## src/rtl/alu_arbiter.sv

```systemverilog
// rtl/alu_arbiter.sv - two-requester arbiter sharing one combinational ALU
//
// Purpose: grants one of two valid/ready requesters per cycle, drives the
// shared ALU with the winner's operands and captures the ALU result into
// that requester's one-entry response buffer.
//
// Ports:
//   clk_i, rst_i                     clock, asynchronous active-high reset
//   req{0,1}_valid_i/_ready_o        request handshake (0 = execute, 1 = branch/addr)
//   req{0,1}_a_i/_b_i/_op_i          operands and opcode, held stable until ready
//   rsp{0,1}_valid_o/_ready_i        response handshake
//   rsp{0,1}_result_o/_zero_o        registered ALU result and zero flag
//   alu_a_o/_b_o/_op_o               to the shared ALU
//   alu_result_i/_zero_i             from the shared ALU
module alu_arbiter #(
  parameter int PRIORITY_MODE = 0,
  parameter int MAX_WAIT      = 8,
  parameter int DATA_W        = 32,
  parameter int OP_W          = 4
) (
  input  logic              clk_i,
  input  logic              rst_i,

  input  logic              req0_valid_i,
  output logic              req0_ready_o,
  input  logic [DATA_W-1:0] req0_a_i,
  input  logic [DATA_W-1:0] req0_b_i,
  input  logic [OP_W-1:0]   req0_op_i,

  input  logic              req1_valid_i,
  output logic              req1_ready_o,
  input  logic [DATA_W-1:0] req1_a_i,
  input  logic [DATA_W-1:0] req1_b_i,
  input  logic [OP_W-1:0]   req1_op_i,

  output logic              rsp0_valid_o,
  input  logic              rsp0_ready_i,
  output logic [DATA_W-1:0] rsp0_result_o,
  output logic              rsp0_zero_o,

  output logic              rsp1_valid_o,
  input  logic              rsp1_ready_i,
  output logic [DATA_W-1:0] rsp1_result_o,
  output logic              rsp1_zero_o,

  output logic [DATA_W-1:0] alu_a_o,
  output logic [DATA_W-1:0] alu_b_o,
  output logic [OP_W-1:0]   alu_op_o,
  input  logic [DATA_W-1:0] alu_result_i,
  input  logic              alu_zero_i
);

  localparam logic [OP_W-1:0] ALU_ADD    = '0;
  localparam logic [7:0]      MAX_WAIT_C = 8'(MAX_WAIT);
  localparam logic            FIXED_PRIO = (PRIORITY_MODE == 1);

  logic              rsp0_valid_q, rsp0_valid_d;
  logic [DATA_W-1:0] rsp0_result_q, rsp0_result_d;
  logic              rsp0_zero_q, rsp0_zero_d;
  logic              rsp1_valid_q, rsp1_valid_d;
  logic [DATA_W-1:0] rsp1_result_q, rsp1_result_d;
  logic              rsp1_zero_q, rsp1_zero_d;
  logic              last_grant_q, last_grant_d;
  logic [7:0]        wait_q, wait_d;

  logic elig0, elig1;
  logic gnt0, gnt1;

  // A full buffer that is draining this cycle can take a new result.
  assign elig0 = req0_valid_i && (!rsp0_valid_q || rsp0_ready_i);
  assign elig1 = req1_valid_i && (!rsp1_valid_q || rsp1_ready_i);

  // Grant selection; nothing is granted while reset is held.
  always_comb begin
    gnt0 = 1'b0;
    gnt1 = 1'b0;
    if (!rst_i) begin
      if (FIXED_PRIO) begin
        // Forced grant only fires on the exact count; a starved requester 1
        // that was ineligible past MAX_WAIT falls back to plain priority.
        if (elig1 && (wait_q == MAX_WAIT_C)) begin
          gnt1 = 1'b1;
        end else if (elig0) begin
          gnt0 = 1'b1;
        end else if (elig1) begin
          gnt1 = 1'b1;
        end
      end else begin
        if (elig0 && elig1) begin
          // Tie goes to whoever did not win last.
          gnt0 = last_grant_q;
          gnt1 = !last_grant_q;
        end else begin
          gnt0 = elig0;
          gnt1 = elig1;
        end
      end
    end
  end

  assign req0_ready_o = gnt0;
  assign req1_ready_o = gnt1;

  always_comb begin
    alu_a_o  = '0;
    alu_b_o  = '0;
    alu_op_o = ALU_ADD;
    if (gnt0) begin
      alu_a_o  = req0_a_i;
      alu_b_o  = req0_b_i;
      alu_op_o = req0_op_i;
    end else if (gnt1) begin
      alu_a_o  = req1_a_i;
      alu_b_o  = req1_b_i;
      alu_op_o = req1_op_i;
    end
  end

  always_comb begin
    last_grant_d = last_grant_q;
    if (gnt0) begin
      last_grant_d = 1'b0;
    end else if (gnt1) begin
      last_grant_d = 1'b1;
    end
  end

  always_comb begin
    wait_d = wait_q;
    if (!FIXED_PRIO) begin
      wait_d = 8'd0;
    end else if (!req1_valid_i || gnt1) begin
      wait_d = 8'd0;
    end else if (wait_q != 8'hFF) begin
      wait_d = wait_q + 8'd1;
    end
  end

  // Reload wins over a same-cycle drain, so valid stays high on refill.
  always_comb begin
    rsp0_valid_d  = rsp0_valid_q;
    rsp0_result_d = rsp0_result_q;
    rsp0_zero_d   = rsp0_zero_q;
    if (gnt0) begin
      rsp0_valid_d  = 1'b1;
      rsp0_result_d = alu_result_i;
      rsp0_zero_d   = alu_zero_i;
    end else if (rsp0_valid_q && rsp0_ready_i) begin
      rsp0_valid_d  = 1'b0;
    end
  end

  always_comb begin
    rsp1_valid_d  = rsp1_valid_q;
    rsp1_result_d = rsp1_result_q;
    rsp1_zero_d   = rsp1_zero_q;
    if (gnt1) begin
      rsp1_valid_d  = 1'b1;
      rsp1_result_d = alu_result_i;
      rsp1_zero_d   = alu_zero_i;
    end else if (rsp1_valid_q && rsp1_ready_i) begin
      rsp1_valid_d  = 1'b0;
    end
  end

  always_ff @(posedge clk_i or posedge rst_i) begin
    if (rst_i) begin
      rsp0_valid_q  <= 1'b0;
      rsp0_result_q <= '0;
      rsp0_zero_q   <= 1'b0;
      rsp1_valid_q  <= 1'b0;
      rsp1_result_q <= '0;
      rsp1_zero_q   <= 1'b0;
      last_grant_q  <= 1'b1;
      wait_q        <= 8'd0;
    end else begin
      rsp0_valid_q  <= rsp0_valid_d;
      rsp0_result_q <= rsp0_result_d;
      rsp0_zero_q   <= rsp0_zero_d;
      rsp1_valid_q  <= rsp1_valid_d;
      rsp1_result_q <= rsp1_result_d;
      rsp1_zero_q   <= rsp1_zero_d;
      last_grant_q  <= last_grant_d;
      wait_q        <= wait_d;
    end
  end

  assign rsp0_valid_o  = rsp0_valid_q;
  assign rsp0_result_o = rsp0_result_q;
  assign rsp0_zero_o   = rsp0_zero_q;
  assign rsp1_valid_o  = rsp1_valid_q;
  assign rsp1_result_o = rsp1_result_q;
  assign rsp1_zero_o   = rsp1_zero_q;

endmodule
```

## config.mk

```make
export PLATFORM = sky130hd
export DESIGN_NAME = alu_arbiter
export DESIGN_NICKNAME = d
export VERILOG_FILES = /design/src/rtl/alu_arbiter.sv
export SDC_FILE = /design/constraint.sdc
export NUM_CORES = 1
export LEC_CHECK = 0
export CAP_MARGIN = 20
export CORE_AREA = 2 2 123 125
export CTS_BUF_LIST = sky130_fd_sc_hd__clkbuf_8
export DETAILED_ROUTE_END_ITERATION = 7
export DIE_AREA = 0 0 125 127
export GPL_TIMING_DRIVEN = 0
export HOLD_SLACK_MARGIN = 0.03
export PLACE_DENSITY = 0.68
export SYNTH_ARGS = -nofsm -noshare
export SYNTH_HDL_FRONTEND = slang
export SYNTH_SLANG_ARGS = --single-unit
```

## constraint.sdc

```tcl
create_clock -name clk_i -period 12.9 [get_ports clk_i]
set_clock_uncertainty 0.15 [all_clocks]
set_input_delay 2.58 -clock clk_i [delete_from_list [all_inputs] [get_ports clk_i]]
set_output_delay 2.58 -clock clk_i [all_outputs]
set_load 0.02 [all_outputs]
```

# After elaboration in Yosys (flattened, before gate mapping)
# Index checks and enable logic that the tools add are counted.
[word_totals]
word_cells = 36
out_inout_bits = 138
input_bits = 175
regBits = 69
[classes]
reduce_logical = 13
mux = 16
[ops]
columns = ["operator", "n"]
rows = [
  ["2-to-1 mux 32 bit", 4],
  ["2-to-1 mux 1 bit", 10],
  ["2-to-1 mux 4 bit", 2],
  ["nonzero test 2 bit", 3],
  ["logical AND 1 bit", 5],
  ["zero test 1 bit", 3],
  ["logical OR 1 bit", 2],
]

# Logic depth before layout (Yosys ltp)
# Gate-level depths: netlist of run 1.
[logic_depth]
ltp_word = 8
ltp_mapped = 6
mapped_depth_nobuf = 3

# Worst setup path before layout of run 1
# No wires, ideal clock.
[synth_path]
path_kind = "input-to-output"
startpoint = "input port rst_i"
endpoint = "output port alu_a_o[22]"
cell_stages = 5
n_path_buf = 2
setup_slack_ps = 4599
t_required_ps = 10170
t_arrival_ps = 5571
path_cell_list = "buf_2 > clkinv_1 > clkbuf_1 > nand2_1 > o32ai_1"
[synth_between]
elab_chain_len = 3
word_cells_on_any_way = 4
cone_classes = "mux (4)"
[synth_rtl]
columns = ["item", "line_no", "rtl"]
rows = [
  ["start: declaration", "22", "input logic rst_i,"],
  ["2-to-1 mux 1 bit", "77", "if (!rst_i) begin"],
  ["2-to-1 mux 32 bit", "112", "end else if (gnt1) begin"],
  ["2-to-1 mux 32 bit (*)", "108", "if (gnt0) begin"],
  ["end: declaration", "46", "output logic [DATA_W-1:0] alu_a_o,"],
]
# Every way passes the cells marked *; elsewhere a longest branch is shown, timed or not.

# Worst setup path in the final report of run 1
[layout_path]
startpoint = "input port rsp0_ready_i"
endpoint = "output port alu_b_o[10]"
[layout_between]
elab_chain_len = 7
word_cells_on_any_way = 9
cone_classes = "mux (6); reduce/logical (3)"
[layout_rtl]
columns = ["item", "line_no", "rtl"]
rows = [
  ["start: declaration", "37", "input logic rsp0_ready_i,"],
  ["logical OR 1 bit (*)", "70", "assign elig0 = req0_valid_i && (!rsp0_valid_q || rsp0_ready_i);"],
  ["logical AND 1 bit (*)", "70", ""],
  ["logical AND 1 bit", "89", "if (elig0 && elig1) begin"],
  ["2-to-1 mux 1 bit", "89", ""],
  ["2-to-1 mux 1 bit", "77", ""],
  ["2-to-1 mux 32 bit", "112", ""],
  ["2-to-1 mux 32 bit (*)", "108", ""],
  ["end: declaration", "47", "output logic [DATA_W-1:0] alu_b_o,"],
]
# Marked as above.

==> results of run 1 <==
[kinds of logic after synthesis]
family,after synthesis,share of synthesized area
simple gates,80,0.08387
buf+inv,106,0.1130
mux,66,0.1901
flops,69,0.4421
compound gates,73,0.1709
[state kept, by name, indices dropped and copies added (netlist names)]
| name | flops |
|---|---|
| rsp1_zero_o | 1 |
| rsp0_valid_o | 1 |
| rsp0_zero_o | 1 |
| last_grant_q | 1 |
| rsp1_valid_o | 1 |
| rsp1_result_o | 32 |
| rsp0_result_o | 32 |
[critical path, cell delays in order]
cell	delay [ns]
clkdlybuf4s50_1	0.52
nand2b_1	0.23
o211ai_2	0.17
clkbuf_1	0.28
o32ai_1	0.50
clkdlybuf4s50_1	0.70
[worst max-delay path by stage]
stage                        to
global route        alu_b_o[10]
detailed placement  alu_b_o[10]
finish              alu_b_o[10]
global placement    alu_a_o[30]
floorplan           alu_a_o[22]
CTS                 alu_b_o[10]
[per-layer routing]
layer,vias up,GRT usage,part of all wire
met5,-,0,0
met2,189,0.3689,0.54
met4,0,0.06078,0.015
li1,2012,-,-
met3,19,0.06072,0.075
met1,2109,0.2240,0.37
[metrics by stage]
| step | utilization | cells | setup WS (ns) | hold WS, ns | cell area (sq um) |
|---|---|---|---|---|---|
| after floorplan | - | 394 | 4.599 | 0.3570 | 3909 |
| after global placement | 0.5028 | 889 | 3.186 | 0.3231 | 7252 |
| after detailed placement | 0.5049 | 890 | 5.232 | 0.3343 | 7283 |
| after CTS | 0.5225 | 906 | 5.232 | 0.3523 | 7536 |
| after global routing | 0.5228 | 908 | 5.124 | 0.3607 | 7541 |
| final | 0.5228 | 908 | 5.183 | 0.3454 | 7541 |
[power groups by stage]
stage	logic (mW)	clock network (mW)	registers [mW]
3_5_place_dp	0.463	0	0.313
4_1_cts	0.466	0.225	0.310
5_1_grt	0.485	0.234	0.316
6_report	0.461	0.221	0.309
3_3_place_gp	0.459	0	0.309
2_1_floorplan	0.135	0	0.384
[area by class of cell]
cell class              instances  area [sq um]
multi-input cells             219          1739
flip-flops and latches         69          1728
fillers                      1322          6883
diodes                          2         5.005
plain buffers                  35         178.9
well taps                     184         230.2
repair buffers                312          3141
clock buffers                  10         137.6
inverters                      71         266.5
clock inverters                 6         115.1
[synthesized netlist by cell type (all sizes together)]
master / count / area, sq um
nand2b: 3 / 18.77
clkinv: 1 / 3.750
and2b: 1 / 7.510
o32ai: 68 / 595.6
mux2: 66 / 743.2
nand2: 71 / 266.5
clkbuf: 21 / 78.83
nor2b: 3 / 26.28
dfstp: 1 / 26.28
dfrtp: 68 / 1702
o211ai: 4 / 67.56
nor3: 1 / 5.000
nor2: 1 / 3.750
a21oi: 1 / 5.000
buf: 14 / 96.34
inv: 70 / 262.8
==> summary.md, run 1 <==
| Metric | Value |
|---|---|
| Nets | around 890 |
| Hold-fix buffers, CTS | 0 |
| Layout cell share with drive strength beyond 1 | 0.08587 |
| Vias in the first global route | ~4400 |
| Initial antenna violation count | 2 |
| Worst Hold Class | flip-flop to flip-flop |
| Critical Path Start Type | input pin |
| Initial DRC Count | roughly 200 |
| Core ar. | between 10000 and 15000 sq um |
| Power Density | roughly 130 nW/um^2 |
| DRC | 0 |
| Largest net degree at the start of global routing | just over 50 |
| Post-synthesis cell type count | 20 |
| Worst-margin pin slew | about 0.56 ns |
| Worst reg2reg setup slack | ~11 ns |
| Post-CTS Setup Bufs | 0 |
| Commonest non-fill, non-tap cell in the layout | clkdlybuf4s50_1 |
| Die W | around 130 um |
| Die Area | around 16000 sq um |
| Hold Startpoint | rsp0_zero_o |
| Clock Path Buffers | 2 |
| DR WL/cell | 18.51 um |
| Area delta synth->final | 92.93% |
| Net Sw Frac | 0.3423 |
| Leakage power | approximately 3.1 nW |
| Outcome | finished, final reports clean |
| PortBufs | a little over 300 |
| Io pins | 313 |
| Global-route wire length before repair | 25350 um |
| Final Hold Vio Count | 0 |
| Num rows | between 40 and 50 |
| Total CTS buffers | 9 |
| Resized cells post-CTS | 0 |
| Setup CP Type | input pin to output pin |
| Unrepaired setup endpoints after global routing | no |
| Htree depth | 3 |
| Worst setup path startpoint | rsp0_ready_i |
| Internal power | between 600 and 700 uW |
| Worst vdd ir | roughly 0.11 mV |
| Setup TNS Final | 0 ns |
| ANT nets after route | 0 |
| #FFs+latches synth | just under 70 |
| Seq pwr share | 0.312 |
| 1st-pass router iterations | 4 |
| Gr usage total | 0.2008 |
| Worst skew pair latency | between 0.3 and 0.4 ns |
| DR vias/cell | about 4.8 |
| Post-Syn Nets | 569 |
| Logic pwr share | 0.465 |
| Gr ovfl total | 0 |
| Root buf cell | clkbuf_8 |
| Number of max-cap violations | 0 |
| Leading cell types in the layout, fill and taps excluded | 311 x clkdlybuf4s50_1, 71 x nand2_1, 70 x inv_1, 68 x o32ai_1, 68 x dfrtp_1 |
| Starting density of the core | 0.2710 |
| Max_slew headroom | 0.6263 |
| Sequential share of the synthesized area | 0.4421 |
| Worst EP required | between 10 and 15 ns |
| Gate Count Post-Synth | roughly 400 |
| Max Fanout on Critical Path | 10 |
| Hold-critical path endpoint | rsp0_zero_o |
| Final Cycle Share | 0.5982 |
| Final wirelength | between 15000 and 20000 um |
| CTS tree | yes |
| DIE HEIGHT | ~130 um |
| Setup crit end kind | output pin |
| Placer Congestion | approximately 0.97 |
| Clock power share | 0.223 |
| Data arrival, critical path | 4.99 ns |
| Max Transition Viols Final | 0 |
| Final Setup Violations | 0 |
| Syn avg cell area | 9.921 sq um |
| Final Critical Period | about 7.7 ns |
| Hpwl dp | between 10000 and 15000 um |
| Worst r2r dst | rsp0_result_o[6] |
| Fmax | ~130 MHz |
| Worst-path clk slew | 0.08 ns |
| Sw power | 339.2 uW |
| Pwr Total | ~990 uW |
| Synthesized area | 3909 sq um |
| Warnings, synthesis | 0 |
| Total number of vias | between 4000 and 5000 |
| Cells on worst reg2reg path | 4 |
| R2R Path Start | rsp1_valid_o |
| CTS Sinks | 69 |
| Cells on Worst Hold Path | 1 |
(Power assumes the default switching activity.)
==> inputs of run 2 (changes only) <==
- CORE_AREA: 2 2 123 125 -> 2 2 121 123
- DIE_AREA: 0 0 125 127 -> 0 0 123 125
- PLACE_DENSITY: 0.68 -> 0.7
- clock period: 12.9 -> 7.6 ns (I/O delays scaled with it)
==> run 2 against run 1 <==
Power increased by 64%. Sequential power increased by 70%. Die area decreased by 3.1%. Final area decreased by 0.68%. Non-clock buffer count unchanged. Sequential cell count unchanged. First-iteration DRC count decreased by 28%. Via count decreased by 1.6%. Utilization increased by 0.45 points. Register-to-register slack got worse by 5.3 ns. Critical path type unchanged. Largest cell class unchanged. Largest power group unchanged.
==> summary.md, run 2 (synthesis results as in run 1) <==
| Metric | Value |
|---|---|
| Core ar. | 14200 sq um (-1.5%) |
| Largest net degree at the start of global routing | 42 (-18%) |
| Layout cell share with drive strength beyond 1 | 0.08449 (-0.001385) |
| Cells on Worst Hold Path | 1 (unchanged) |
| Starting density of the core | 0.2752 (+0.004201) |
| Htree depth | 3 (unchanged) |
| Most Frequent Cell on Critical Path | clkdlybuf4s50_1 |
| Die Area | 15380 sq um (-3.1%) |
| Worst EP required | 5.93 ns (-4.24 ns) |
| Placer Congestion | 0.9787 (+1.2%) |
| Met1 Wirelength | 5866 um (-5.7%) |
| Final wirelength | 15430 um (-8.2%) |
| Root buf cell | clkbuf_8 |
| Initial antenna violation count | 0 (-2) |
| Leading cell types in the layout, fill and taps excluded | 311 x clkdlybuf4s50_1, 71 x nand2_1, 71 x inv_1, 68 x o32ai_1, 68 x dfrtp_1 |
| Post-CTS Setup Bufs | 0 (unchanged) |
| Total CTS buffers | 9 (unchanged) |
| Setup TNS Final | 0 ns (unchanged) |
| Power Density | 217.3 nW/um^2 (+65%) |
| Clock Path Buffers | 2 (unchanged) |
| Number of max-cap violations | 0 (unchanged) |
| Met2 WL | 7449 um (-18%) |
| Final Hold Vio Count | 0 (unchanged) |
| Final non-filler cell area | 7490 sq um (-0.68%) |
| Vias in the first global route | 4438 (+1.9%) |
| Worst-path clk slew | 0.07 ns (about the same) |
| Worst reg2reg setup slack | 5.72 ns (-5.28 ns) |
| DR WL/cell | 17.03 um (-8.0%) |
| Worst r2r dst | rsp1_result_o[24] |
| CTS tree | yes |
| Total number of vias | 4259 (-1.6%) |
| Antenna fix cells | 0 (-2) |
| Global-route wire length before repair | 23380 um (-7.8%) |
| CTS Sinks | 69 (unchanged) |
| Io pins | 313 (unchanged) |
| Worst-margin pin slew | 0.5613 ns (+0.0008155 ns) |
| Hold-critical path endpoint | rsp0_result_o[20] |
| Leakage power | 3.128 nW (-0.51%) |
| Fmax | 182.3 MHz |
| Max Transition Viols Final | 0 (unchanged) |
| Hpwl dp | 12480 um (-9.4%) |
| R2R Path Start | last_grant_q |
| Gr ovfl total | 0 (unchanged) |
| Worst Hold Class | flip-flop to flip-flop |
| Worst vdd ir | 0.2017 mV (+83%) |
| Num rows | 44 (unchanged) |
| Critical Path Start Type | input pin |
| Commonest non-fill, non-tap cell in the layout | clkdlybuf4s50_1 |
| Max_slew headroom | 0.6258 (about the same) |
| ANT nets after route | 0 (unchanged) |
| CP Cell Sequence | clkdlybuf4s50_1, nand2b_1, o211ai_2, clkbuf_1, o32ai_1, clkdlybuf4s50_1 |
| PortBufs | 311 (unchanged) |
| Unrepaired setup endpoints after global routing | no |
| Area delta synth->final | 91.61% |
| Initial DRC Count | 146 (-28%) |
| Final Critical Period | 5.485 ns |
| DR vias/cell | 4.701 (-1.4%) |
| WL met3 | 1561 um (+24%) |
| Critical Path Slowest Stage Cell | clkdlybuf4s50_1 |
| Top routing layer used | met4 |
| Setup crit end kind | output pin |
| Setup CP Type | input pin to output pin |
| DRC | 0 (unchanged) |
| Cell Area, Placed | 7276 sq um (-0.10%) |
| Max Fanout on Critical Path | 10 (unchanged) |
| 1st-pass router iterations | 4 (unchanged) |
| CP peak stage delay | 0.69 ns (about the same) |
| Worst skew pair latency | 0.34 ns (about the same) |
| Final Cycle Share | 0.7217 |
| DIE HEIGHT | 125 um (-1.6%) |
| Outcome | finished, final reports clean |
| Final Setup Violations | 0 (unchanged) |
| Hold Startpoint | rsp0_result_o[20] |
| Placed cells | 890 (unchanged) |
| Hold-fix buffers, CTS | 0 (unchanged) |
| Cells on worst reg2reg path | 4 (unchanged) |
| Gr usage total | 0.1940 (-0.006869) |
| Finished Layout Cells | 906 (-0.22%) |
| Data arrival, critical path | 3.81 ns (-1.18 ns) |
| Resized cells post-CTS | 0 (unchanged) |
| Nets | 892 (unchanged) |
| Die W | 123 um (-1.6%) |
-- run 2: cell count changes in the layout (fill, tap and decap cells not counted), sizes merged --
| cell | before | now |
|---|---|---|
| clkinv | 1 | 3 |
| diode | 2 | 0 |
| bufinv | 3 | 2 |
| clkbuf | 31 | 30 |
-- run 2: cell type report --
class                           count  area, sq um
Sequential cell                    69         1728
Multi-Input combinational cell    219         1739
Tap cell                          184        230.2
Clock buffer                        9        123.9
Clock inverter                      7        90.09
Fill cell                        1306         6714
Inverter                           71        266.5
Timing Repair Buffer              312         3133
Buffer                             35        178.9
-- run 2: how the worst max path moves through the flow --
stage,start,end
3_3_place_gp,rst_i,alu_a_o[27]
5_1_grt,rsp0_ready_i,alu_a_o[24]
6_report,rsp0_ready_i,alu_b_o[13]
4_1_cts,rsp0_ready_i,alu_b_o[13]
2_1_floorplan,rst_i,alu_a_o[22]
3_5_place_dp,rsp0_ready_i,alu_b_o[13]
-- run 2: through the flow --
| stage | total power [mW] | hold WS [ns] | utilization | setup WS, ns |
|---|---|---|---|---|
| 6_report | 1.627 | 0.3409 | 0.5273 | 2.115 |
| 5_1_grt | 1.716 | 0.3657 | 0.5273 | 1.990 |
| 4_1_cts | 1.649 | 0.3469 | 0.5273 | 2.137 |
| 3_5_place_dp | 1.315 | 0.3299 | 0.5122 | 2.154 |
| 3_3_place_gp | 1.297 | 0.3234 | 0.5106 | -0.06071 |
| 2_1_floorplan | 0.8824 | 0.3570 | - | 1.419 |
-- run 2: critical path: cells and delay by family --
family	cells	cell delay, ns
buffers and inverters	3	1.45
AO/OA/AOI/OAI	2	0.62
AND/OR/NAND/NOR	1	0.23
-- run 2: routing by layer --
metal | vias up | GRT usage
li1 | 2024 | -
met3 | 34 | 0.07162
met4 | 0 | 0.07754
met2 | 205 | 0.3289
met1 | 1996 | 0.2187
met5 | - | 0
-- run 2: where the power goes --
part,switching (mW),internal (mW)
Clock,0.139,0.183
Combinational,0.374,0.406
Sequential,0.0538,0.470
==> inputs of run 3 (changes only) <==
- clock period: 7.6 -> 5.13 ns (I/O delays scaled with it)
==> run 3 against run 2 <==
Wire length increased by 5.9%. Power increased by 50%. Utilization up 0.22 points. Count of clock-buffer cells in the layout up 2. Sequential power up 48%. Sequential cell count did not move. Combinational power is 49% higher. Critical path type unchanged. Largest cell class unchanged.
==> summary.md, run 3 (synthesis results as in run 1) <==
| Metric | Value |
|---|---|
| Final Hold Vio Count | 0 (unchanged) |
| CP Cell Sequence | clkdlybuf4s50_1, nand2b_1, o211ai_2, buf_2, buf_2, o32ai_1, clkdlybuf4s50_1 |
| Total number of vias | 4301 (+0.99%) |
| Gr usage total | 0.2063 (+0.01234) |
| Global-route wire length before repair | 24580 um (+5.1%) |
| Critical Path Start Type | input pin |
| PortBufs | 311 (unchanged) |
| Critical Path Slowest Stage Cell | clkdlybuf4s50_1 |
| Die Area | 15380 sq um (unchanged) |
| Largest net degree at the start of global routing | 64 (+52%) |
| Worst-path clk slew | 0.07 ns (about the same) |
| Vias in the first global route | 4526 (+2.0%) |
| Placer Congestion | 0.9506 (-2.9%) |
| Number of filler instances in the final layout | 1261 (-3.4%) |
| Gr ovfl total | 0 (unchanged) |
| Nets | 892 (unchanged) |
| Leading cell types in the layout, fill and taps excluded | 311 x clkdlybuf4s50_1, 71 x nand2_1, 70 x inv_1, 68 x o32ai_1, 68 x dfrtp_1 |
| WP buf/inv | 4 (+1) |
| DR vias/cell | 4.737 (+0.76%) |
| Delay-heaviest family, CP | buffers and inverters |
| Worst EP required | 3.95 ns (-1.98 ns) |
| Starting density of the core | 0.2752 (unchanged) |
| Io pins | 313 (unchanged) |
| Fmax | between 200 and 250 MHz |
| Commonest non-fill, non-tap cell in the layout | clkdlybuf4s50_1 |
| CTS tree | yes |
| Initial antenna violation count | 3 (+3) |
| CP peak stage delay | 0.68 ns (about the same) |
| Root buf cell | clkbuf_8 |
| Area delta synth->final | 92.41% |
| Setup crit end kind | output pin |
| Power Density | 324.3 nW/um^2 (+49%) |
| Setup TNS Final | 0 ns (unchanged) |
| Initial DRC Count | 171 (+17%) |
| Worst Hold Class | flip-flop to flip-flop |
| Worst skew pair latency | 0.33 ns (about the same) |
| Num rows | 44 (unchanged) |
| Hpwl dp | 13210 um (+5.9%) |
| Finished Layout Cells | 908 (+0.22%) |
| Max Fanout on Critical Path | 10 (unchanged) |
| Worst reg2reg setup slack | 3.23 ns (-2.49 ns) |
| Unrepaired setup endpoints after global routing | no |
| Max Transition Viols Final | 0 (unchanged) |
| Post-CTS Setup Bufs | 0 (unchanged) |
| Final Cycle Share | 0.8814 |
| Hold-fix buffers, CTS | 0 (unchanged) |
| Outcome | finished, final reports clean |
| Worst vdd ir | 0.2807 mV (+39%) |
| DR WL/cell | 18.00 um (+5.7%) |
| Worst-margin pin slew | 0.5295 ns (-0.03182 ns) |
| ANT nets after route | 0 (unchanged) |
| Die W | 123 um (unchanged) |
| Resized cells post-CTS | 0 (unchanged) |
| Final Setup Violations | 0 (unchanged) |
| Clock Path Buffers | 2 (unchanged) |
| Number of max-cap violations | 0 (unchanged) |
| Data arrival, critical path | 3.35 ns (-0.46 ns) |
| Htree depth | 3 (unchanged) |
| Layout cell share with drive strength beyond 1 | 0.08587 (+0.001385) |
| 1st-pass router iterations | 4 (unchanged) |
| Setup CP Type | input pin to output pin |
| DIE HEIGHT | 125 um (unchanged) |
| Leakage power | 3.137 nW (+0.27%) |
| Placed cells | 890 (unchanged) |
| Max_slew headroom | 0.6470 (+0.02121) |
| CTS Sinks | 69 (unchanged) |
| Total CTS buffers | 9 (unchanged) |
| Final wirelength | 16340 um (+5.9%) |
| DRC | 0 (unchanged) |
| Core ar. | 14200 sq um (unchanged) |
| Final Critical Period | 4.522 ns |
run 3: worst paths after layout:
path | from | endpoint | cells past startpoint
max | rsp0_ready_i | alu_a_o[21] | 7
min | rsp0_result_o[23] | rsp0_result_o[23] | 1
max reg2reg | last_grant_q | rsp1_result_o[27] | 4
min reg2reg | rsp0_result_o[23] | rsp0_result_o[23] | 1
max in group asynchronous | rst_i | rsp1_result_o[27] | 4
min in group asynchronous | rst_i | rsp0_result_o[28] | 3
run 3: stage by stage:
stage | worst slack [ns] | power, mW | hold slack [ns] | util | instance area (sq um)
after global routing | 0.4853 | 2.571 | 0.3591 | 0.5295 | 7521
after global placement | 0.1314 | 1.925 | 0.3228 | 0.5107 | 7253
final | 0.6085 | 2.439 | 0.3407 | 0.5295 | 7521
after detailed placement | 0.6332 | 1.951 | 0.3299 | 0.5128 | 7283
after floorplan | 1.132 | 1.307 | 0.3570 | - | 3910
after CTS | 0.6148 | 2.468 | 0.3458 | 0.5292 | 7516
run 3: power breakdown:
part / total, mW / switching, mW / internal (mW)
logic: 1.16 / 0.558 / 0.603
registers: 0.775 / 0.0778 / 0.697
clock network: 0.503 / 0.202 / 0.301
total: 2.44 / 0.838 / 1.60
run 3: final cells by class:
class / count / area (sq um) / share of cell area
Timing Repair Buffer: 312 / 3141 / 0.4176
Tap cell: 184 / 230.2 / 0.03061
Sequential cell: 69 / 1728 / 0.2297
Buffer: 35 / 178.9 / 0.02379
Clock inverter: 5 / 81.33 / 0.01081
Multi-Input combinational cell: 219 / 1739 / 0.2312
Inverter: 71 / 266.5 / 0.03544
Clock buffer: 11 / 151.4 / 0.02013
Antenna cell: 2 / 5.005 / 0.0006654
run 3: per-layer routing:
layer	vias to the layer above	share of wire	GRT usage
met4	2	0.030	0.08556
met2	209	0.49	0.3555
met1	2040	0.38	0.2373
met3	31	0.093	0.05885
li1	2019	-	-
met5	-	0.0010	0
